### config.mk
export PLATFORM = sky130hd
export DESIGN_NAME = parking_fee_collector
export DESIGN_NICKNAME = d
export VERILOG_FILES = /design/src/rtl/parking_fee_collector.sv
export SDC_FILE = /design/constraint.sdc
export NUM_CORES = 1
export LEC_CHECK = 0
export ABC_AREA = 1
export CAP_MARGIN = 10
export CORE_UTILIZATION = 25
export CTS_CLUSTER_DIAMETER = 80
export DETAILED_ROUTE_END_ITERATION = 10
export HOLD_SLACK_MARGIN = 0.05
export PLACE_DENSITY = 0.4
export SYNTH_ARGS = -nofsm -noshare
export SYNTH_HDL_FRONTEND = slang
export SYNTH_SLANG_ARGS = --single-unit
### constraint.sdc
create_clock -name clock -period 5.39 [get_ports clock]
set_input_delay 1.078 -clock clock [delete_from_list [all_inputs] [get_ports clock]]
set_output_delay 1.078 -clock clock [all_outputs]
set_load 0.02 [all_outputs]
### src/rtl/parking_fee_collector.sv
// Payment stage behind the parking controller: latches the fee, collects coins,
// returns change and opens the gate; refunds on cancel or inactivity timeout.
module parking_fee_collector #(
    parameter int GATE_CYCLES    = 8,
    parameter int TIMEOUT_CYCLES = 255
) (
    input  logic       clock,
    input  logic       reset,
    input  logic       fee_valid,
    input  logic [7:0] fee,
    input  logic       coin_valid,
    input  logic [1:0] coin_value,
    input  logic       cancel,
    output logic       busy,
    output logic [7:0] remaining,
    output logic       paid,
    output logic [7:0] change,
    output logic [7:0] refund,
    output logic       gate_open,
    output logic       timeout
);

    localparam int GW = (GATE_CYCLES > 1) ? $clog2(GATE_CYCLES) : 1;
    localparam logic [GW-1:0] GATE_LAST = GW'(GATE_CYCLES - 1);
    localparam logic [15:0]   IDLE_LAST = 16'(TIMEOUT_CYCLES - 1);

    typedef enum logic [1:0] {
        IDLE    = 2'd0,
        COLLECT = 2'd1,
        OPEN    = 2'd2
    } state_t;

    state_t        state, state_n;
    logic [7:0]    remaining_n, inserted, inserted_n, change_n, refund_n, coin_v;
    logic [15:0]   idle_cnt, idle_cnt_n;
    logic [GW-1:0] gate_cnt, gate_cnt_n;
    logic          paid_n, timeout_n;

    function automatic logic [7:0] coin_units(input logic [1:0] code);
        case (code)
            2'b00:   return 8'd1;
            2'b01:   return 8'd2;
            2'b10:   return 8'd5;
            default: return 8'd10;
        endcase
    endfunction

    always_comb begin
        state_n     = state;
        remaining_n = remaining;
        inserted_n  = inserted;
        change_n    = change;
        refund_n    = refund;
        idle_cnt_n  = idle_cnt;
        gate_cnt_n  = gate_cnt;
        paid_n      = 1'b0;
        timeout_n   = 1'b0;
        coin_v      = coin_units(coin_value);
        case (state)
            IDLE: begin
                if (fee_valid) begin
                    change_n = 8'd0;
                    refund_n = 8'd0;
                    if (fee != 8'd0) begin
                        remaining_n = fee;
                        inserted_n  = 8'd0;
                        idle_cnt_n  = 16'd0;
                        state_n     = COLLECT;
                    end else begin
                        paid_n     = 1'b1;
                        gate_cnt_n = '0;
                        state_n    = OPEN;
                    end
                end
            end
            COLLECT: begin
                // Cancel wins over a coin arriving in the same cycle; that coin is dropped.
                if (cancel) begin
                    refund_n    = inserted;
                    remaining_n = 8'd0;
                    state_n     = IDLE;
                end else if (coin_valid) begin
                    if (coin_v >= remaining) begin
                        change_n    = coin_v - remaining;
                        remaining_n = 8'd0;
                        paid_n      = 1'b1;
                        gate_cnt_n  = '0;
                        state_n     = OPEN;
                    end else begin
                        remaining_n = remaining - coin_v;
                        inserted_n  = inserted + coin_v;
                        idle_cnt_n  = 16'd0;
                    end
                end else if (idle_cnt == IDLE_LAST) begin
                    timeout_n   = 1'b1;
                    refund_n    = inserted;
                    remaining_n = 8'd0;
                    state_n     = IDLE;
                end else begin
                    idle_cnt_n = idle_cnt + 16'd1;
                end
            end
            OPEN: begin
                if (gate_cnt == GATE_LAST) begin
                    gate_cnt_n = '0;
                    state_n    = IDLE;
                end else begin
                    gate_cnt_n = gate_cnt + 1'b1;
                end
            end
            default: state_n = IDLE;
        endcase
    end

    // Outputs are registered from the next-state decode so they change with the state.
    always_ff @(posedge clock) begin
        if (!reset) begin
            state     <= IDLE;
            remaining <= 8'd0;
            inserted  <= 8'd0;
            change    <= 8'd0;
            refund    <= 8'd0;
            idle_cnt  <= 16'd0;
            gate_cnt  <= '0;
            paid      <= 1'b0;
            timeout   <= 1'b0;
            busy      <= 1'b0;
            gate_open <= 1'b0;
        end else begin
            state     <= state_n;
            remaining <= remaining_n;
            inserted  <= inserted_n;
            change    <= change_n;
            refund    <= refund_n;
            idle_cnt  <= idle_cnt_n;
            gate_cnt  <= gate_cnt_n;
            paid      <= paid_n;
            timeout   <= timeout_n;
            busy      <= (state_n != IDLE);
            gate_open <= (state_n == OPEN);
        end
    end

endmodule

After elaboration in Yosys (flattened, before gate mapping):

Cells that the tools add are included.

* $add $sub $neg: 5
* order comparisons: 1
* eq/ne operators: 19
* mux-type cells: 52
* bitwise gates (word level): 2
* reduce and logical (&&, ||, !) cells: 13

Operators by type and width (number)
* 8-bit 2-to-1 mux: 18
* 16-bit 2-to-1 mux: 6
* 8-bit one-hot mux with 2 select lines: 4
* 16-bit one-hot mux with 2 select lines: 1
* 3-bit 2-to-1 mux: 6
* 6-bit AND reduction: 3
* 16-bit by 1-bit adder with 16-bit output, second input constant: 1
* 16-bit by 8-bit == test with 1-bit output, second input constant: 1
* 8-bit subtractor: 2
* 2-bit 2-to-1 mux: 7
* 2-bit != test, second input constant: 7
* 3-bit != test, second input constant: 4
* 4-bit one-hot mux with 3 select lines: 1
* 3-bit one-hot mux with 3 select lines: 1
* 8-bit adder: 1
* 8-bit >= comparator: 1
* 4-bit AND reduction: 2
* 8-bit nonzero test: 1
* 2-bit == test, second input constant: 3
* 1-bit 2-to-1 mux: 6
* 2-bit one-hot mux with 3 select lines: 1
* 5-bit AND reduction: 1
* 2-bit by 1-bit == test with 1-bit output, second input constant: 2
* 2-bit logical NOT: 2
* 8 further kinds: 10

* register bits: 57
* bits of input ports: 15
* output and inout port bits: 28
* logic and storage cells: 103

Longest topological paths before layout:

* depth after elaboration: 8
* gate-level depth with buffers: 16
* mapped depth without buffers: 15

Worst setup path before layout:

No wires, ideal clock.

* kind: input to register
* start point: in coin_value[0]
* end point: reg change[5]
* library setup time: 0.118 ns
* data arrival time: 2.605 ns
* data required time: 5.272 ns
* setup slack: 2.667 ns
* stages: 13
* buffers on the path: 1
* path through: clkbuf_1 > ha_1 > fa_1 > inv_1 > nand2_1 > nand2_1 > nand2_1 > nand2_1 > nand2_1 > o21ai_1 > nand2_1 > a21oi_1 > nor2_1

* longest elaborated chain between the ends: 7
* elaborated cells between the ends (all ways): 12
* those cells by class: add/sub: 1; order compare: 1; eq/ne: 3; mux: 5; reduce/logical: 2

RTL lines
* start, declared: line 12 `input logic [1:0] coin_value,`
* 2-bit == test (tied with other cells): line 40 `case (code)`
* 4-bit one-hot mux with 3 select lines *: line 40
* 8-bit subtractor: line 84 `change_n = coin_v - remaining;`
* 8-bit 2-to-1 mux: line 83 `if (coin_v >= remaining) begin`
* 8-bit 2-to-1 mux: line 82 `end else if (coin_valid) begin`
* 8-bit 2-to-1 mux: line 78 `if (cancel) begin`
* 8-bit one-hot mux with 2 select lines: line 59 `case (state)`
* end signal, assigned: line 133 `change <= change_n;`
* end, declared: line 17 `output logic [7:0] change,`

Every way passes the cells marked *; elsewhere a longest branch is shown, timed or not. The select of a mux whose other input is x is not followed.
A chain may end at the register's enable or synchronous reset.

Final worst setup path:

* start point: in coin_value[0]
* end point: reg change[7]

The elaborated chain is that of the path after synthesis.

==> qor.tcl <==
set qor(run_status) {complete, no violations}
set qor(category_of_the_worst_setup_path_launch_point) {input port}
set qor(power.ir.vdd_worst_v) 0.0001315
set qor(synth.top_cells.by_count) {sky130_fd_sc_hd__nand2_1 (156), sky130_fd_sc_hd__nor2_1 (86), sky130_fd_sc_hd__inv_1 (70)}
set qor(clkPwrFrac_pct) 42.4
set qor(first_global_vias) 3625
set qor(grt_antenna_before_repair) 0
set qor(worst-slew-pin-transition_ps) 789.3
set qor(synth_area_sq_um) 3759
set qor(synth_cells) 603
set qor(switchingPower_uw) 394.1
set qor(tns_ps) 0
set qor(drcViolationCount) 0
set qor(count_of_nets_left_with_antenna_violations_after_detail_routing) 0
set qor(chipWidth_microns) 124.6
set qor(final.period_utilization_pct) 65.57
set qor(critical_path_required_ps) 5600
set qor(netSwitchingFraction_pct) 31.03
set qor(grt_overflow_total) 0
set qor(synthMostInstantiatedCell) {sky130_fd_sc_hd__nand2_1}
set qor(hp-class) {reg -> reg}
set qor(fin_crit_ps) 3534
set qor(signed_area_change_from_the_synthesized_netlist_to_the_final_layout_pct) 21.90
set qor(distinct_cell_type_count_after_synthesis) 31
set qor(ctsResizeCount) 0
set qor(static_leakage_uw) 0.001882
set qor(synth.yosys.seq_area_share_pct) 30.36
set qor(critPathKind) {in -> reg}
set qor(stdcell_count) 823
set qor(htree_num_levels) 3
set qor(post-cts-setup-buffer-count) 0
set qor(setup_viol) 0
set qor(wire_length_on_met2_microns) 5320
set qor(top_layer_in_use) {met4}
set qor(cp_cell_sequence) {clkdlybuf4s50_1 -> inv_1 -> nand2_1 -> inv_1 -> ha_1 -> nand2_1 -> inv_1 -> nand3_1 -> nand2_1 -> nand2_1 -> o21ai_1 -> nand2_1 -> a21oi_1 -> nor2_1}
set qor(placementRows) 44
set qor(timing.clock.skew_ps) 10.22
set qor(placed_cells_incl_taps) 810
set qor(route.final.wire_length_microns) 11430
set qor(routed_met1_length_microns) 5573
set qor(viasPerCell) 4.605
set qor(place.port_buffers) 42
set qor(dieArea_sq_um) 15530
set qor(maximum_count_of_clock_buffers_along_a_single_path) 2
set qor(cell_with_the_biggest_individual_delay_on_the_critical_path) {sky130_fd_sc_hd__clkdlybuf4s50_1}
set qor(synth_seq_cells) 57
set qor(wire_length_of_the_first_global_routing_pass_microns) 18920
set qor(gpl.final_weighted_congestion) 0.8118
set qor(numCtsBuffers) 9
set qor(initial_drc_count) 242
set qor(tritoncts_num_sinks) 57
set qor(maxClockFrequency_mhz) 283.0
set qor(worstPathArrival_ps) 3740
set qor(fillers) 1588
set qor(path_clk_slew_ps) 50
set qor(cts_tree) {yes}
set qor(power-per-cell-area_nw_per_um2) 277.2
set qor(crit_fanout) 8
set qor(share_of_power_burned_in_registers_pct) 36.2
set qor(postLayoutCoreUtil_pct) 31.41
set qor(hpwlAfterDp_microns) 8400
set qor(yosysWarnings) 0
set qor(finalHoldViolations) 0
set qor(firstDrtPassIters) 5
set qor(num_antenna_cells) 0
set qor(postSynth.topFlopCell) {sky130_fd_sc_hd__dfxtp_1}
set qor(pin_count_of_the_biggest_net_entering_global_routing) 40
set qor(comb_power_share_pct) 21.4
set qor(core_sq_um) 14590
set qor(post_drt_wl_per_cell_microns) 13.89
set qor(synthArstFlopShare_pct) 0
set qor(boundaryPins) 43
set qor(layout.nets) 671
set qor(max-cap-violations) 0
set qor(synth_edf_count) 0
set qor(synth.area.top_cells) {sky130_fd_sc_hd__dfxtp_1 (30%), sky130_fd_sc_hd__nand2_1 (16%), sky130_fd_sc_hd__nor2_1 (8.6%), sky130_fd_sc_hd__a21oi_1 (8.0%), sky130_fd_sc_hd__nand3_1 (8.0%)}
set qor(r2r_setup_slack_ps) 3030
set qor(clock_latency_late_sink_ps) 340
set qor(cp_most_frequent_cell) {sky130_fd_sc_hd__nand2_1}
set qor(slew_headroom_pct) 47.30
set qor(slowest_delay_ps) 640
set qor(synth_largest_area_cell) {sky130_fd_sc_hd__dfxtp_1}
set qor(internal_power_uw) 876.2
set qor(synth_top_area_share_pct) 30.36
set qor(die_h_microns) 124.6
set qor(ctsHoldBuffers) 0
set qor(floorplan.initialDensity_pct) 25.76
set qor(synth.avg_cell_area_sq_um) 6.233
set qor(rsz0062_at_grt) {false}
set qor(cts.root.buffer_cell) {sky130_fd_sc_hd__clkbuf_16}
set qor(p_total_uw) 1270
set qor(gr-usage-all-layers_pct) 15.42
set qor(worst_setup_path_end_kind) {register}
set qor(syn-num-nets) 637
set qor(final_max_slew_viol_count) 0
set qor(post_route_cells_drive_above_1_share_pct) 5.008
set qor(wl_met3_microns) 409
set qor(total_number_of_vias) 3790
worst paths after layout:
path / from / cells after the start / to
worst max-delay path: coin_value[0] / 14 / change[7]
worst max register to register: remaining[0] / 12 / change[7]
worst min-delay path: refund[6] / 2 / refund[6]
worst min register to register: refund[6] / 2 / refund[6]
cell usage in the layout, fill, tap and decap left out, types with 5 or more instances in the layout:
cell type                           n
sky130_fd_sc_hd__nand2_1          156
sky130_fd_sc_hd__nor2_1            86
sky130_fd_sc_hd__inv_1             70
sky130_fd_sc_hd__nand3_1           60
sky130_fd_sc_hd__a21oi_1           60
sky130_fd_sc_hd__dfxtp_1           57
sky130_fd_sc_hd__clkdlybuf4s50_1   42
sky130_fd_sc_hd__nand4_1           19
sky130_fd_sc_hd__ha_1              16
sky130_fd_sc_hd__o21ai_0           11
sky130_fd_sc_hd__clkbuf_16          9
sky130_fd_sc_hd__nor3_1             7
sky130_fd_sc_hd__nor4_1             5
logic make-up (layout without fill, tap and decap cells):
logic type	after synthesis	after routing	synth area share, %
and+or+nand+nor	355	355	41.88
buffers and inverters	97	133	10.59
adders and majority gates	19	19	6.924
AOI/OAI and AO/OA	73	73	9.787
DFF	57	57	30.36
xor gates and xnor gates	2	2	0.4661
cell type report:
| cell class | instances | area (sq um) | area share [%] |
|---|---|---|---|
| repair buffers | 44 | 435.4 | 9.503 |
| flip-flops and latches | 57 | 1141 | 24.90 |
| multi-input cells | 449 | 2220 | 48.44 |
| inverters | 76 | 285.3 | 6.226 |
| well taps | 184 | 230.2 | 5.025 |
| clock buffers | 13 | 270.3 | 5.898 |
layer usage:
metal | vias to the layer above | global-route usage (%)
met3 | 11 | 3.651
met4 | 0 | 5.103
met5 | - | 0
met1 | 1717 | 20.25
li1 | 2000 | -
met2 | 62 | 24.67
stage by stage:
stage / hold slack [ps] / cell area (sq um) / worst slack (ps)
after floorplan: 443.3 / 3759 / 2667
after global placement: 452.8 / 4312 / 1560
after detailed placement: 453.2 / 4312 / 1478
after CTS: 469.7 / 4582 / 1814
after global routing: 484.1 / 4582 / 1530
final: 462.8 / 4582 / 1856
critical path, delay by kind of cell:
| kind | cells | cell delay, ps |
|---|---|---|
| compound gates | 2 | 490 |
| fa+ha+maj | 1 | 400 |
| buf+inv | 4 | 960 |
| simple gates | 7 | 800 |
power groups by stage:
stage                     Clock [uW]  Combinational (uW)  Sequential, uW
after detailed placement           0                 273             468
after floorplan                    0                 167             481
after global routing             579                 306             462
after CTS                        560                 275             460
after global placement             0                 275             469
final                            539                 272             459
registers in the layout (all words and copies together), names as in the netlist:
signal     cells
idle_cnt      16
change         8
inserted       8
refund         8
remaining      8
gate_cnt       3
state          2
busy           1
gate_open      1
paid           1
timeout        1
No activity file was read; power rests on OpenSTA's default activity.
